`config.mk`:
```
export PLATFORM = sky130hd
export DESIGN_NAME = branch_resolve_unit
export DESIGN_NICKNAME = d
export VERILOG_FILES = /design/src/rtl/branch_pkg.sv /design/src/rtl/branch_cond_eval.sv /design/src/rtl/branch_resolve_unit.sv
export SDC_FILE = /design/constraint.sdc
export NUM_CORES = 1
export LEC_CHECK = 0
export CORE_MARGIN = 5
export CORE_UTILIZATION = 41
export CTS_CLUSTER_DIAMETER = 50
export DETAILED_ROUTE_END_ITERATION = 7
export PLACE_DENSITY_LB_ADDON = 0.1
export SKIP_LAST_GASP = 1
export SYNTH_ARGS = -nofsm -noshare
export SYNTH_HDL_FRONTEND = slang
export SYNTH_HIERARCHICAL = 1
export SYNTH_SLANG_ARGS = --single-unit
```
`constraint.sdc`:
```
create_clock -name clk -period 2.7 [get_ports clk]
set_input_delay 0.54 -clock clk [delete_from_list [all_inputs] [get_ports clk]]
set_output_delay 0.54 -clock clk [all_outputs]
set_load 0.02 [all_outputs]
```
`src/rtl/branch_pkg.sv`:
```
// Shared definitions for the branch resolution unit.
//   - condition-code encodings COND_EQZ .. COND_NEVER
//   - 2-bit saturating counter encodings SNT, WNT, WT, ST
//   - CNT_INIT_DEFAULT: the counter value loaded at reset (weakly not-taken)
package branch_pkg;

    localparam logic [2:0] COND_EQZ    = 3'b000;
    localparam logic [2:0] COND_NEZ    = 3'b001;
    localparam logic [2:0] COND_LTZ    = 3'b010;
    localparam logic [2:0] COND_GEZ    = 3'b011;
    localparam logic [2:0] COND_GTZ    = 3'b100;
    localparam logic [2:0] COND_LEZ    = 3'b101;
    localparam logic [2:0] COND_ALWAYS = 3'b110;
    localparam logic [2:0] COND_NEVER  = 3'b111;

    localparam logic [1:0] SNT = 2'b00;
    localparam logic [1:0] WNT = 2'b01;
    localparam logic [1:0] WT  = 2'b10;
    localparam logic [1:0] ST  = 2'b11;

    localparam logic [1:0] CNT_INIT_DEFAULT = WNT;

endpackage

```
`src/rtl/branch_cond_eval.sv`:
```
// Combinational branch condition evaluator.
// Ports:
//   res_cond  in  3      condition code (see branch_pkg COND_*)
//   res_a     in  WIDTH  operand under test, treated as two's complement
//   taken     out 1      condition outcome
module branch_cond_eval
    import branch_pkg::*;
#(
    parameter int WIDTH = 16
) (
    input  logic [2:0]       res_cond,
    input  logic [WIDTH-1:0] res_a,
    output logic             taken
);

    logic zero;
    logic neg;

    assign zero = ~|res_a;
    assign neg  = res_a[WIDTH-1];

    always_comb begin
        taken = 1'b0;
        case (res_cond)
            COND_EQZ:    taken = zero;
            COND_NEZ:    taken = ~zero;
            COND_LTZ:    taken = neg;
            COND_GEZ:    taken = ~neg;
            COND_GTZ:    taken = ~neg & ~zero;
            COND_LEZ:    taken = neg | zero;
            COND_ALWAYS: taken = 1'b1;
            COND_NEVER:  taken = 1'b0;
            default:     taken = 1'b0;
        endcase
    end

endmodule

```
`src/rtl/branch_resolve_unit.sv`:
```
// Branch resolution unit with a direct-mapped 2-bit saturating predictor.
// Fetch looks up a prediction combinationally; execute resolves a branch,
// trains the predictor, and one cycle later reports the outcome, whether
// it was mispredicted, and the correct next PC.
// Optional feature macro: BRANCH_STATS_EN (resolved / mispredict counters).
// Ports:
//   clk, rst_n                 clock, asynchronous active-low reset
//   lk_pc      in  PC_W        fetch PC for lookup
//   lk_taken   out 1           prediction (counter MSB), pre-update value
//   res_valid  in  1           a branch resolves this cycle
//   res_pc     in  PC_W        PC of the resolving branch
//   res_cond   in  3           condition code
//   res_a      in  WIDTH       operand under test
//   res_pred   in  1           prediction used at fetch
//   res_target in  PC_W        taken target
//   res_fall   in  PC_W        fall-through PC
//   flush      in  1           kills the resolution this cycle
//   out_valid/out_taken/out_mispred/out_redirect  registered result
//   stat_br, stat_mp out 16    resolved / mispredicted counts (0 if disabled)
module branch_resolve_unit
    import branch_pkg::*;
#(
    parameter int         WIDTH    = 16,
    parameter int         PC_W     = 16,
    parameter int         IDX_W    = 4,
    parameter logic [1:0] CNT_INIT = CNT_INIT_DEFAULT
) (
    input  logic             clk,
    input  logic             rst_n,
    input  logic [PC_W-1:0]  lk_pc,
    output logic             lk_taken,
    input  logic             res_valid,
    input  logic [PC_W-1:0]  res_pc,
    input  logic [2:0]       res_cond,
    input  logic [WIDTH-1:0] res_a,
    input  logic             res_pred,
    input  logic [PC_W-1:0]  res_target,
    input  logic [PC_W-1:0]  res_fall,
    input  logic             flush,
    output logic             out_valid,
    output logic             out_taken,
    output logic             out_mispred,
    output logic [PC_W-1:0]  out_redirect,
    output logic [15:0]      stat_br,
    output logic [15:0]      stat_mp
);

    localparam int DEPTH = 2 ** IDX_W;

    function automatic logic [1:0] sat_inc(input logic [1:0] c);
        return (c == ST) ? ST : c + 2'd1;
    endfunction

    function automatic logic [1:0] sat_dec(input logic [1:0] c);
        return (c == SNT) ? SNT : c - 2'd1;
    endfunction

    logic [1:0]       cnt_q [DEPTH];
    logic [1:0]       cnt_d [DEPTH];
    logic [IDX_W-1:0] lk_idx;
    logic [IDX_W-1:0] res_idx;
    logic             actual;
    logic             accept;
    logic             mispred;

    logic             out_valid_q,    out_valid_d;
    logic             out_taken_q,    out_taken_d;
    logic             out_mispred_q,  out_mispred_d;
    logic [PC_W-1:0]  out_redirect_q, out_redirect_d;

    // Bit 0 is always zero (halfword aligned) and high bits are not tagged.
    logic unused_pc_bits;
    assign unused_pc_bits = ^{lk_pc[0], res_pc[0],
                              lk_pc[PC_W-1:IDX_W+1], res_pc[PC_W-1:IDX_W+1]};

    assign lk_idx  = lk_pc[IDX_W:1];
    assign res_idx = res_pc[IDX_W:1];

    branch_cond_eval #(.WIDTH(WIDTH)) u_cond (
        .res_cond (res_cond),
        .res_a    (res_a),
        .taken    (actual)
    );

    assign accept  = res_valid & ~flush;
    assign mispred = accept & (actual != res_pred);

    // Read from the registered table, so a same-cycle update is not seen yet.
    assign lk_taken = cnt_q[lk_idx][1];

    always_comb begin
        cnt_d = cnt_q;
        if (accept) begin
            cnt_d[res_idx] = actual ? sat_inc(cnt_q[res_idx]) : sat_dec(cnt_q[res_idx]);
        end
    end

    always_comb begin
        out_valid_d    = accept;
        out_mispred_d  = mispred;
        out_taken_d    = out_taken_q;
        out_redirect_d = out_redirect_q;
        if (accept) begin
            out_taken_d    = actual;
            out_redirect_d = actual ? res_target : res_fall;
        end
    end

    always_ff @(posedge clk or negedge rst_n) begin
        if (!rst_n) begin
            for (int i = 0; i < DEPTH; i++) begin
                cnt_q[i] <= CNT_INIT;
            end
            out_valid_q    <= 1'b0;
            out_taken_q    <= 1'b0;
            out_mispred_q  <= 1'b0;
            out_redirect_q <= '0;
        end else begin
            cnt_q          <= cnt_d;
            out_valid_q    <= out_valid_d;
            out_taken_q    <= out_taken_d;
            out_mispred_q  <= out_mispred_d;
            out_redirect_q <= out_redirect_d;
        end
    end

    assign out_valid    = out_valid_q;
    assign out_taken    = out_taken_q;
    assign out_mispred  = out_mispred_q;
    assign out_redirect = out_redirect_q;

`ifdef BRANCH_STATS_EN
    logic [15:0] stat_br_q, stat_br_d;
    logic [15:0] stat_mp_q, stat_mp_d;

    always_comb begin
        stat_br_d = stat_br_q;
        stat_mp_d = stat_mp_q;
        if (accept && stat_br_q != 16'hFFFF) begin
            stat_br_d = stat_br_q + 16'd1;
        end
        if (mispred && stat_mp_q != 16'hFFFF) begin
            stat_mp_d = stat_mp_q + 16'd1;
        end
    end

    always_ff @(posedge clk or negedge rst_n) begin
        if (!rst_n) begin
            stat_br_q <= '0;
            stat_mp_q <= '0;
        end else begin
            stat_br_q <= stat_br_d;
            stat_mp_q <= stat_mp_d;
        end
    end

    assign stat_br = stat_br_q;
    assign stat_mp = stat_mp_q;
`else
    assign stat_br = '0;
    assign stat_mp = '0;
`endif

endmodule

```
### Yosys cells after proc, flatten, opt, wreduce, memory -nomap -nowiden

Index checks and enable logic that the tools add are counted.

| operators by class | value |
|---|---|
| muxes and demuxes | 14 |
| magnitude comparators | 3 |
| bitwise operators | 8 |
| $add $sub $neg | 2 |
| reductions and logical operators | 5 |
| eq/ne operators | 9 |

Operators by type and width:

| operator | count |
|---|---|
| 32-bit bitwise mux | 1 |
| 2-bit binary-select mux with 4-bit select | 2 |
| 16-bit two-way mux | 1 |
| 2-bit two-way mux | 8 |
| 16-bit OR reduction | 1 |
| 3-bit == test (second input constant) | 4 |
| 5-bit greater-or-equal comparator (second input constant) | 2 |
| 4-bit NOT with 5-bit output | 2 |
| 2-bit demux with 4-bit select | 1 |
| 1-bit one-hot mux with 8 select lines | 1 |
| 3-bit by 2-bit == test with 1-bit output (second input constant) | 2 |
| 5-bit by 1-bit < comparator with 1-bit output (second input constant) | 1 |
| 1-bit bitwise AND | 3 |
| 3-bit by 1-bit == test with 1-bit output (second input constant) | 1 |
| 3-bit zero test | 1 |
| 2-bit by 1-bit adder with 2-bit output (second input constant) | 1 |
| 2-bit == test (second input constant) | 1 |
| 2-bit zero test | 1 |
| 1-bit NOT | 2 |
| 2-bit by 1-bit subtractor with 2-bit output (second input constant) | 1 |
| 1-bit logical AND | 1 |
| 1-bit zero test | 1 |
| 1-bit != test | 1 |
| 1-bit OR | 1 |

| storage, ports and cells | value |
|---|---|
| flip-flop bits (word level) | 51 |
| input port bits | 88 |

### Depth between registers and ports, before layout

Gate-level depths: netlist of run 1.

| logic depth | value |
|---|---|
| depth in word-level cells | 8 |
| mapped depth | 8 |

### By module

The synthesis of run 1 kept the hierarchy.

Modules (own cells, without submodules):

| module | area each (um^2) | times used | cells each | seq. area each (um^2) |
|---|---|---|---|---|
| branch_resolve_unit | 2802.7 | 1 | 233 | 1296.2 |
| branch_cond_eval | 75.1 | 1 | 11 | 0.0 |

### Worst setup path after synthesis of run 1

No wires, ideal clock.

| path | value |
|---|---|
| path type | input-to-reg |
| start | input res_a[4] |
| end | register out_redirect_q[12] (netlist: out_redirect[12]) |
| setup slack | 97 ps |
| data arrival time | 2467 ps |
| cell stages on the path | 8 |
| cells stage by stage | nor4_1 > nand4_1 > mux2i_1 > xnor2_1 > clkbuf_1 > clkbuf_1 > mux2i_1 > o21ai_0 |

| between the ends | value |
|---|---|
| cells in the longest elaborated chain, start to end | 5 |
| elaborated cells between the ends (all ways) | 6 |
| those cells by class | mux (2); bitwise (2); reduce/logical (2) |

Ends and longest elaborated chain:

| element | line | RTL |
|---|---|---|
| from (decl) | branch_resolve_unit.sv:35 | `input logic [WIDTH-1:0] res_a,` |
| 16-bit OR reduction * | branch_cond_eval.sv:19 | `assign zero = ~\|res_a;` |
| 1-bit zero test | branch_cond_eval.sv:19 |  |
| 1-bit OR | branch_cond_eval.sv:30 | `COND_LEZ: taken = neg \| zero;` |
| 1-bit one-hot mux with 8 select lines * | branch_cond_eval.sv:24 | `case (res_cond)` |
| net actual | branch_resolve_unit.sv:62 | `logic actual;` |
| 16-bit two-way mux * | branch_resolve_unit.sv:105 | `out_redirect_d = actual ? res_target : res_fall;` |
| to (signal assigned) | branch_resolve_unit.sv:123 | `out_redirect_q <= out_redirect_d;` |
| to (decl) | branch_resolve_unit.sv:69 | `logic [PC_W-1:0] out_redirect_q, out_redirect_d;` |

The timed path passes the listed nets; every way through them passes the cells marked *.
A chain may end at the register's enable or synchronous reset.

### Worst setup path after layout of run 1

| path | value |
|---|---|
| start | input lk_pc[1] |
| end | output lk_taken |

| between the ends | value |
|---|---|
| cells in the longest elaborated chain, start to end | 4 |

Ends and longest elaborated chain:

| element | line | RTL |
|---|---|---|
| from (decl) | branch_resolve_unit.sv:30 | `input logic [PC_W-1:0] lk_pc,` |
| 4-bit NOT with 5-bit output (not written as such) | branch_resolve_unit.sv:89 | `assign lk_taken = cnt_q[lk_idx][1];` |
| 2-bit binary-select mux with 4-bit select | branch_resolve_unit.sv:89 |  |
| 2-bit two-way mux (not written as such) (2 in series) | branch_resolve_unit.sv:89 |  |
| to (decl) | branch_resolve_unit.sv:31 | `output logic lk_taken,` |

No other way between the ends. The select of a mux whose other input is x is not followed.

==> summary.txt, run 1 <==
GRT
  – Largest net degree at the start of global routing: 38
  – Total grt overflow: 0
  – Total track usage: 15.41%
  – First-pass GRT wire length: 10.60 mm
  – Initial antenna violation count: 0
  – Vias in the first global route: 2,116

Floorplan
  – Core region area: 0.006832 mm²
  – Row count: 30
  – Die area: approximately 0.0088 mm²
  – Die W: 93.78 µm
  – I/O pins: 140
  – Die height: between 90 and 100 µm
  – Initial Util: 42.12%

Synthesis
  – Most common library cells after synthesis: dfrtp_1 (35), nand2_1 (34), buf_4 (32), mux2_2 (32), o21ai_0 (19)
  – Async set-reset flop share out of synthesis: 100.0%
  – Netlist Area Pre-Place: 0.002878 mm²
  – Avg Inst Size Synth: roughly 12 µm²
  – Synthesized-area fraction occupied by adder cells: less than 1%
  – Count leader, synth: dfrtp_1
  – Post-synth EDFFs: 0
  – Post-synthesis mux area share: 29.00%
  – Register bit total from synthesis: 51
  – Synth Area in Simple Gates: approximately a tenth
  – Complex-gate fraction of the synthesized area: 3.565%
  – Cells after Synth: 244
  – Ys flop type: dfrtp_1
  – Synth warn: 6
  – Top cell type's share of synthesized area: 30.43%
  – Largest family of logic cells by synthesized area: multiplexers
  – Largest area contributor in the netlist: dfrtp_1
  – Post-Synth XOR/XNOR Area: 0.6087%
  – Sequential-to-total area share from yosys stat: 45.04%
  – Synth unique cells: 27
  – Synth top area cells: dfrtp_1 (30%), dfstp_2 (15%), mux2_2 (13%), buf_4 (8.3%), mux4_2 (7.8%)

STA
  – Max_slew headroom: 44.31%
  – Final worst setup slack: 0.06013 ns
  – Minimum clock period: 2.640 ns
  – Clk_skew: 0.006955 ns
  – Final hold violation count: 0
  – Achievable Freq: between 300 and 400 MHz
  – Setup violators final: 0
  – RSZ-0062 raised after global routing: false
  – Fin. max-slew vios: 0
  – Slew @ Worst Pin: 0.8354 ns
  – Hold_ws: 0.3316 ns
  – Final Cycle Share: 97.77%

Layout
  – Ant diodes: 0
  – Layout Nets: 430
  – Final Cell Area: 0.003934 mm²
  – Area Growth Syn to Fin: 36.70%
  – Layout cells sized above 1: between 20% and 30%
  – Layout Utilization: between 50 and 60%

Route
  – DR DRC count: 0
  – First-pass iteration count of the detailed router: 4
  – DRT iter0 DRCs: 98
  – Via count: about 2,100
  – Routed vias/inst: 4.790
  – Antenna Nets Post-Route: 0
  – WL per Instance: 15.46 µm
  – Wirelength, routed: 6.789 mm

Setup path
  – Kind of critical path: input port to output pin
  – CP Capture Type: output pin
  – Worst path required time: around 2.2 ns
  – Worst-path maximum fanout: 4
  – Startpoint types: input port
  – Worst path cell trace: clkdlybuf4s15_2, mux4_2, mux4_2, clkdlybuf4s15_1
  – Worst path most repeated cell: mux4_2
  – Slowest-stage cell, CP: mux4_2
  – Arr. time, crit path: between 2 and 2.5 ns
  – FF-to-FF setup slack: 0.62 ns
  – Max incr delay on CP: 0.52 ns

Clock tree
  – CTS H-tree lvls: 2
  – Worst-path clk slew: 0.09 ns
  – Post-CTS Setup Bufs: 0
  – Clk sink count: 51
  – CTS root buffer: clkbuf_8
  – Worst-Skew Late Latency: 0.30 ns
  – CTS max path bufs: 2
  – Total CTS buffers: 5
  – CTS tree: done

Flow run
  – Max Cap Violations: 0

Worst hold path
  – HP Class: input port to asynchronous set/reset pin

Placement
  – Port Buffer Count: 83
  – Worst slack at placement: -0.6037 ns
  – Routability cong.: between 0.8 and 0.9
  – Placed cell areas: 0.003790 mm²
  – DPL Wire Length: 5.350 mm

Power
  – Peak supply drop: between 0.2 and 0.3 mV
  – Lkg Pwr: about 1.8 nW
  – Pwr per Cell Area: 569.9 mW/mm²

Status
  – Outcome: finished, final reports clean
[cells in the final DEF (no fill, tap or decap), types with 2 or more instances in the layout]
master,n
buf_4,20
clkbuf_8,6
clkdlybuf4s50_1,79
conb_1,32
dfrtp_1,35
dfstp_2,16
inv_1,2
maj3_4,2
mux2_2,32
mux2i_1,17
mux4_1,3
mux4_2,10
nand2_1,34
nand3_1,4
nand4_1,3
nor2_1,4
nor2b_1,4
nor3b_1,3
nor4_1,3
o21ai_0,19
[layout make-up]
cell class / count / area [µm²]
Fill cell: 608 / 2898
Multi-Input combinational cell: 179 / 1416
Sequential cell: 51 / 1296
Timing Repair Buffer: 103 / 975.9
Tap cell: 96 / 120.1
Clock buffer: 6 / 82.58
Clock inverter: 2 / 35.03
Inverter: 2 / 7.507
[worst max-delay path, delay by kind of cell]
| kind | cells | cell delay, ns |
|---|---|---|
| muxes | 2 | 0.99 |
| buffers and inverters | 2 | 0.56 |
[timing repair]
| item | CTS | global route |
|---|---|---|
| endpoints found under the setup margin | 1 | 20 |
| pin swaps | 0 | 1 |
| resized for setup | 5 | 5 |
| cloned | 0 | 1 |
| hold buffers | 0 | 0 |
[worst paths after layout]
path | start | to | cells after the start
max | lk_pc[1] | lk_taken | 4
min | rst_n | out_redirect[7] | 1
max reg2reg | cnt_q[25] | cnt_q[6] | 5
min reg2reg | out_taken | out_taken | 2
max in group asynchronous | rst_n | cnt_q[10] | 2
min in group clk | out_taken | out_taken | 2
[layer usage]
layer	vias up	share of wire [%]	track usage, %
met5	-	0	0
met4	0	0.87	3.249
met3	5	7.8	3.926
met2	76	50	27.08
met1	1023	41	19.05
li1	999	-	-
[sequential cells by signal (all words and copies together) (netlist names)]
name	count
cnt_q	32
out_mispred	1
out_redirect	16
out_taken	1
out_valid	1
[per-stage QoR]
step	TNS [ns]	total power [mW]	std cells
2_1_floorplan	0	1.446	275
3_3_place_gp	-6.115	1.681	430
3_5_place_dp	-6.660	1.698	430
4_1_cts	0	2.250	438
5_1_grt	0	2.361	439
6_report	0	2.242	439
[where the power goes]
| group | switching [mW] | leakage (nW) | internal, mW | total (mW) |
|---|---|---|---|---|
| Combinational | 0.315 | 1.07 | 0.363 | 0.678 |
| Clock | 0.250 | 0.0612 | 0.300 | 0.550 |
| Sequential | 0.0674 | 0.625 | 0.946 | 1.01 |
[cells by family after synthesis]
family | Yosys count
multiplexers | 62
AND/OR/NAND/NOR | 60
flip-flops | 51
buffers and inverters | 46
AO/OA/AOI/OAI | 20
adder cells (fa/ha/maj) | 2
XOR/XNOR | 2
other | 1
Note: power is estimated with default switching activity, not from simulation.
==> run 2: changes to the inputs <==
- CAP_MARGIN: unset -> 10
- SYNTH_HIERARCHICAL: 1 -> unset
==> run 2 against run 1 <==
Against the previous run:
- global-route usage fell by 0.45 points
- die area rose by 0.15%
- largest power group unchanged
- maximum frequency rose by 1.9%
- area after synthesis rose by 0.17%
==> summary.txt, run 2 <==
Status
  – Outcome: finished, final reports clean (unchanged)

Setup path
  – FF-to-FF Start: cnt_q[9] (was cnt_q[25])
  – Critical path endpoint: cnt_q[27] (was lk_taken)
  – Startpoint types: input port (unchanged)
  – Worst-path maximum fanout: 16 (was 4)
  – FF-to-FF setup slack: 0.44 ns (was 0.62 ns)
  – Kind of critical path: input port to register (was input port to output pin)
  – Worst R2R End: cnt_q[27] (was cnt_q[6])
  – Arr. time, crit path: 2.78 ns (was 2.10 ns)
  – Reg2Reg Depth: 4 (was 5)
  – CP Capture Type: register (was output pin)
  – Setup crit start: res_pc[2] (was lk_pc[1])
  – Worst path required time: 2.89 ns (was 2.16 ns)

Layout
  – Max FFs per register: 32 (unchanged)
  – Most frequent cells in the layout: clkdlybuf4s50_1 (78), dfrtp_1 (35), mux2_2 (32), conb_1 (32), nand2_1 (27) (was clkdlybuf4s50_1 (79), dfrtp_1 (35), nand2_1 (34), mux2_2 (32), conb_1 (32))
  – Commonest non-fill, non-tap cell in the layout: clkdlybuf4s50_1 (unchanged)
  – Non-Filler Instances: 433 (was 439)
  – Ant diodes: 0 (unchanged)
  – Layout Nets: 424 (was 430)
  – Layout cells sized above 1: 26.71% (was 27.70%)
  – Biggest register: cnt_q (unchanged)
  – Area Growth Syn to Fin: 33.03% (was 36.70%)

GRT
  – GR peak layer: met2 (unchanged)
  – Vias in the first global route: 2,148 (was 2,116)
  – Initial antenna violation count: 0 (unchanged)
  – Grt met3 use: 3.606% (was 3.926%)
  – Total track usage: 14.96% (was 15.41%)
  – Met2 usage in global routing: 26.43% (was 27.08%)
  – First-pass GRT wire length: 10.38 mm (was 10.60 mm)
  – Total grt overflow: 0 (unchanged)
  – Largest net degree at the start of global routing: 52 (was 38)
  – GR Layer Usage met1: 18.21% (was 19.05%)

Synthesis
  – Netlist Area Pre-Place: 0.002883 mm² (was 0.002878 mm²)
  – Cells after Synth: 245 (was 244)
  – Synth unique cells: 30 (was 27)
  – Synth top area cells: dfrtp_1 (30%), dfstp_2 (15%), mux2_2 (13%), mux4_2 (11%), buf_4 (8.3%) (was dfrtp_1 (30%), dfstp_2 (15%), mux2_2 (13%), buf_4 (8.3%), mux4_2 (7.8%))
  – Avg Inst Size Synth: 11.77 µm² (was 11.79 µm²)
  – Async set-reset flop share out of synthesis: 100.0% (unchanged)
  – Count leader, synth: dfrtp_1 (unchanged)
  – Post-synth EDFFs: 0 (unchanged)
  – Synth warn: 0 (was 6)
  – Sequential-to-total area share from yosys stat: 44.97% (was 45.04%)
  – Most common library cells after synthesis: dfrtp_1 (35), buf_4 (32), mux2_2 (32), nand2_1 (27), o21ai_0 (18) (was dfrtp_1 (35), nand2_1 (34), buf_4 (32), mux2_2 (32), o21ai_0 (19))
  – Largest area contributor in the netlist: dfrtp_1 (unchanged)
  – Top cell type's share of synthesized area: 30.38% (was 30.43%)
  – Register bit total from synthesis: 51 (unchanged)
  – Ys flop type: dfrtp_1 (unchanged)

Floorplan
  – Die W: 93.85 µm (was 93.78 µm)
  – Die area: 0.008808 mm² (was 0.008795 mm²)
  – Core region area: 0.006832 mm² (unchanged)
  – Die height: 93.85 µm (was 93.78 µm)
  – Row count: 30 (unchanged)
  – I/O pins: 140 (unchanged)
  – Initial Util: 42.20% (was 42.12%)

STA
  – Slew @ Worst Pin: 0.6235 ns (was 0.8354 ns)
  – Clk_skew: 0.009279 ns (was 0.006955 ns)
  – RSZ-0062 raised after global routing: false (unchanged)
  – Setup violators final: 0 (unchanged)
  – Final worst setup slack: 0.1082 ns (was 0.06013 ns)
  – Minimum clock period: 2.592 ns (was 2.640 ns)
  – Final Cycle Share: 95.99% (was 97.77%)
  – Fin. max-slew vios: 0 (unchanged)
  – Final hold violation count: 0 (unchanged)
  – Max_slew headroom: 58.43% (was 44.31%)
  – Achievable Freq: 385.8 MHz (was 378.8 MHz)

Clock tree
  – CTS H-tree lvls: 2 (unchanged)
  – CTS root buffer: clkbuf_8 (unchanged)
  – Worst-path clk slew: 0.09 ns (about the same)
  – Cts hold-fix bufs: 0 (unchanged)
  – Clk sink count: 51 (unchanged)
  – CTS tree: done (unchanged)
  – Post-CTS Setup Bufs: 0 (unchanged)
  – CTS max path bufs: 2 (unchanged)
  – Total CTS buffers: 5 (unchanged)
  – Worst-Skew Late Latency: 0.31 ns (was 0.30 ns)

Placement
  – DPL Wire Length: 5.136 mm (was 5.350 mm)
  – Worst slack at placement: -0.5809 ns (was -0.6037 ns)
  – Routability cong.: 0.8017 (was 0.8057)
  – Placed cells: 425 (was 430)
  – Port Buffer Count: 83 (unchanged)

Power
  – Pwr per Cell Area: 547.6 mW/mm² (was 569.9 mW/mm²)
  – Lkg Pwr: 1.683 nW (was 1.751 nW)
  – Peak supply drop: 0.2658 mV (was 0.2997 mV)

Flow run
  – Max Cap Violations: 0 (unchanged)

Route
  – DR DRC count: 0 (unchanged)
  – Routed vias/inst: 4.762 (was 4.790)
  – Via count: 2,062 (was 2,103)
  – WL per Instance: 14.93 µm (was 15.46 µm)
  – First-pass iteration count of the detailed router: 4 (unchanged)
  – DRT iter0 DRCs: 49 (was 98)
  – Antenna Nets Post-Route: 0 (unchanged)
  – Wirelength, routed: 6.464 mm (was 6.789 mm)

Worst hold path
  – HP Class: input port to asynchronous set/reset pin (unchanged)
run 2: cell types whose count changed in the layout (fill, tap and decap cells not counted), moves of 3 or more:
cell     before  now
mux4_2       10   14
nor4_1        3    6
mux4_1        3    0
nand2_1      34   27
buf_4        20   15
nor2_1        4    7
run 2: stage by stage:
step | total power, mW | hold WS [ns] | setup TNS (ns) | cell area (µm²) | util, %
after floorplan | 1.440 | 0.2444 | 0 | 2999 | -
after global placement | 1.677 | 0.4662 | -14.77 | 3755 | 54.96
after detailed placement | 1.688 | 0.4704 | -15.20 | 3755 | 54.96
after CTS | 2.129 | 0.3523 | -0.08561 | 3840 | 56.21
after global routing | 2.228 | 0.3809 | 0 | 3835 | 56.14
final | 2.100 | 0.3235 | 0 | 3835 | 56.14
run 2: repair_timing:
action	in CTS	in global routing
setup endpoints to repair	33	17
resized for setup	3	5
pin swaps	0	1
gates cloned	0	0
run 2: worst max-delay path, cell delays in order:
cell	delay (ns)
clkdlybuf4s50_1	0.59
buf_4	0.23
mux4_2	0.32
a22oi_1	0.23
nand3_1	0.12
maj3_2	0.44
mux2_2	0.30
run 2: power by group:
| part | switching (mW) | total [mW] | leakage, nW | internal (mW) |
|---|---|---|---|---|
| clock | 0.251 | 0.438 | 0.0418 | 0.186 |
| combinational | 0.296 | 0.642 | 1.02 | 0.346 |
| sequential | 0.0740 | 1.02 | 0.623 | 0.947 |
| total | 0.621 | 2.10 | 1.68 | 1.48 |
run 2: cell families (layout without fill, tap and decap cells):
logic type | Yosys count | after routing | synth area share, %
buffers and inverters | 46 | 107 | 10.63
flip-flops | 51 | 51 | 44.97
multiplexers | 63 | 63 | 29.34
AND/OR/NAND/NOR | 60 | 60 | 9.940
AO/OA/AOI/OAI | 20 | 20 | 3.603
other | 1 | 32 | 0.1301
adder cells (fa/ha/maj) | 2 | 2 | 0.7812
XOR/XNOR | 2 | 2 | 0.6077
run 2: cell type report:
cell class,instances,area (µm²)
clock buffer,6,72.57
clock inverter,2,16.27
fill,613,2997
inverter,1,3.754
multi-input combinational,179,1396
sequential,51,1296
tap,96,120.1
timing repair buffer,98,929.6
run 2: worst min path at each step:
stage          depth (start not counted)  slack [ns]              end
3_3_place_gp                           2        0.47  out_redirect[2]
3_5_place_dp                           2        0.47  out_redirect[4]
6_report                               2        0.32  out_redirect[9]
5_1_grt                                2        0.38  out_redirect[9]
2_1_floorplan                          0        0.24        cnt_q[11]
4_1_cts                                2        0.35  out_redirect[9]
run 2: per-layer routing:
metal / part of all wire, % / wire length [µm]
met3: 6.9 / 444
met1: 42 / 2718
met4: 1.0 / 67
met2: 50 / 3233
met5: 0 / 0
==> run 3: changes to the inputs <==
- GPL_ROUTABILITY_DRIVEN: unset -> 0
==> results of run 3 <==
Same layout as run 2: the final DEF is identical, and so are final timing and power.
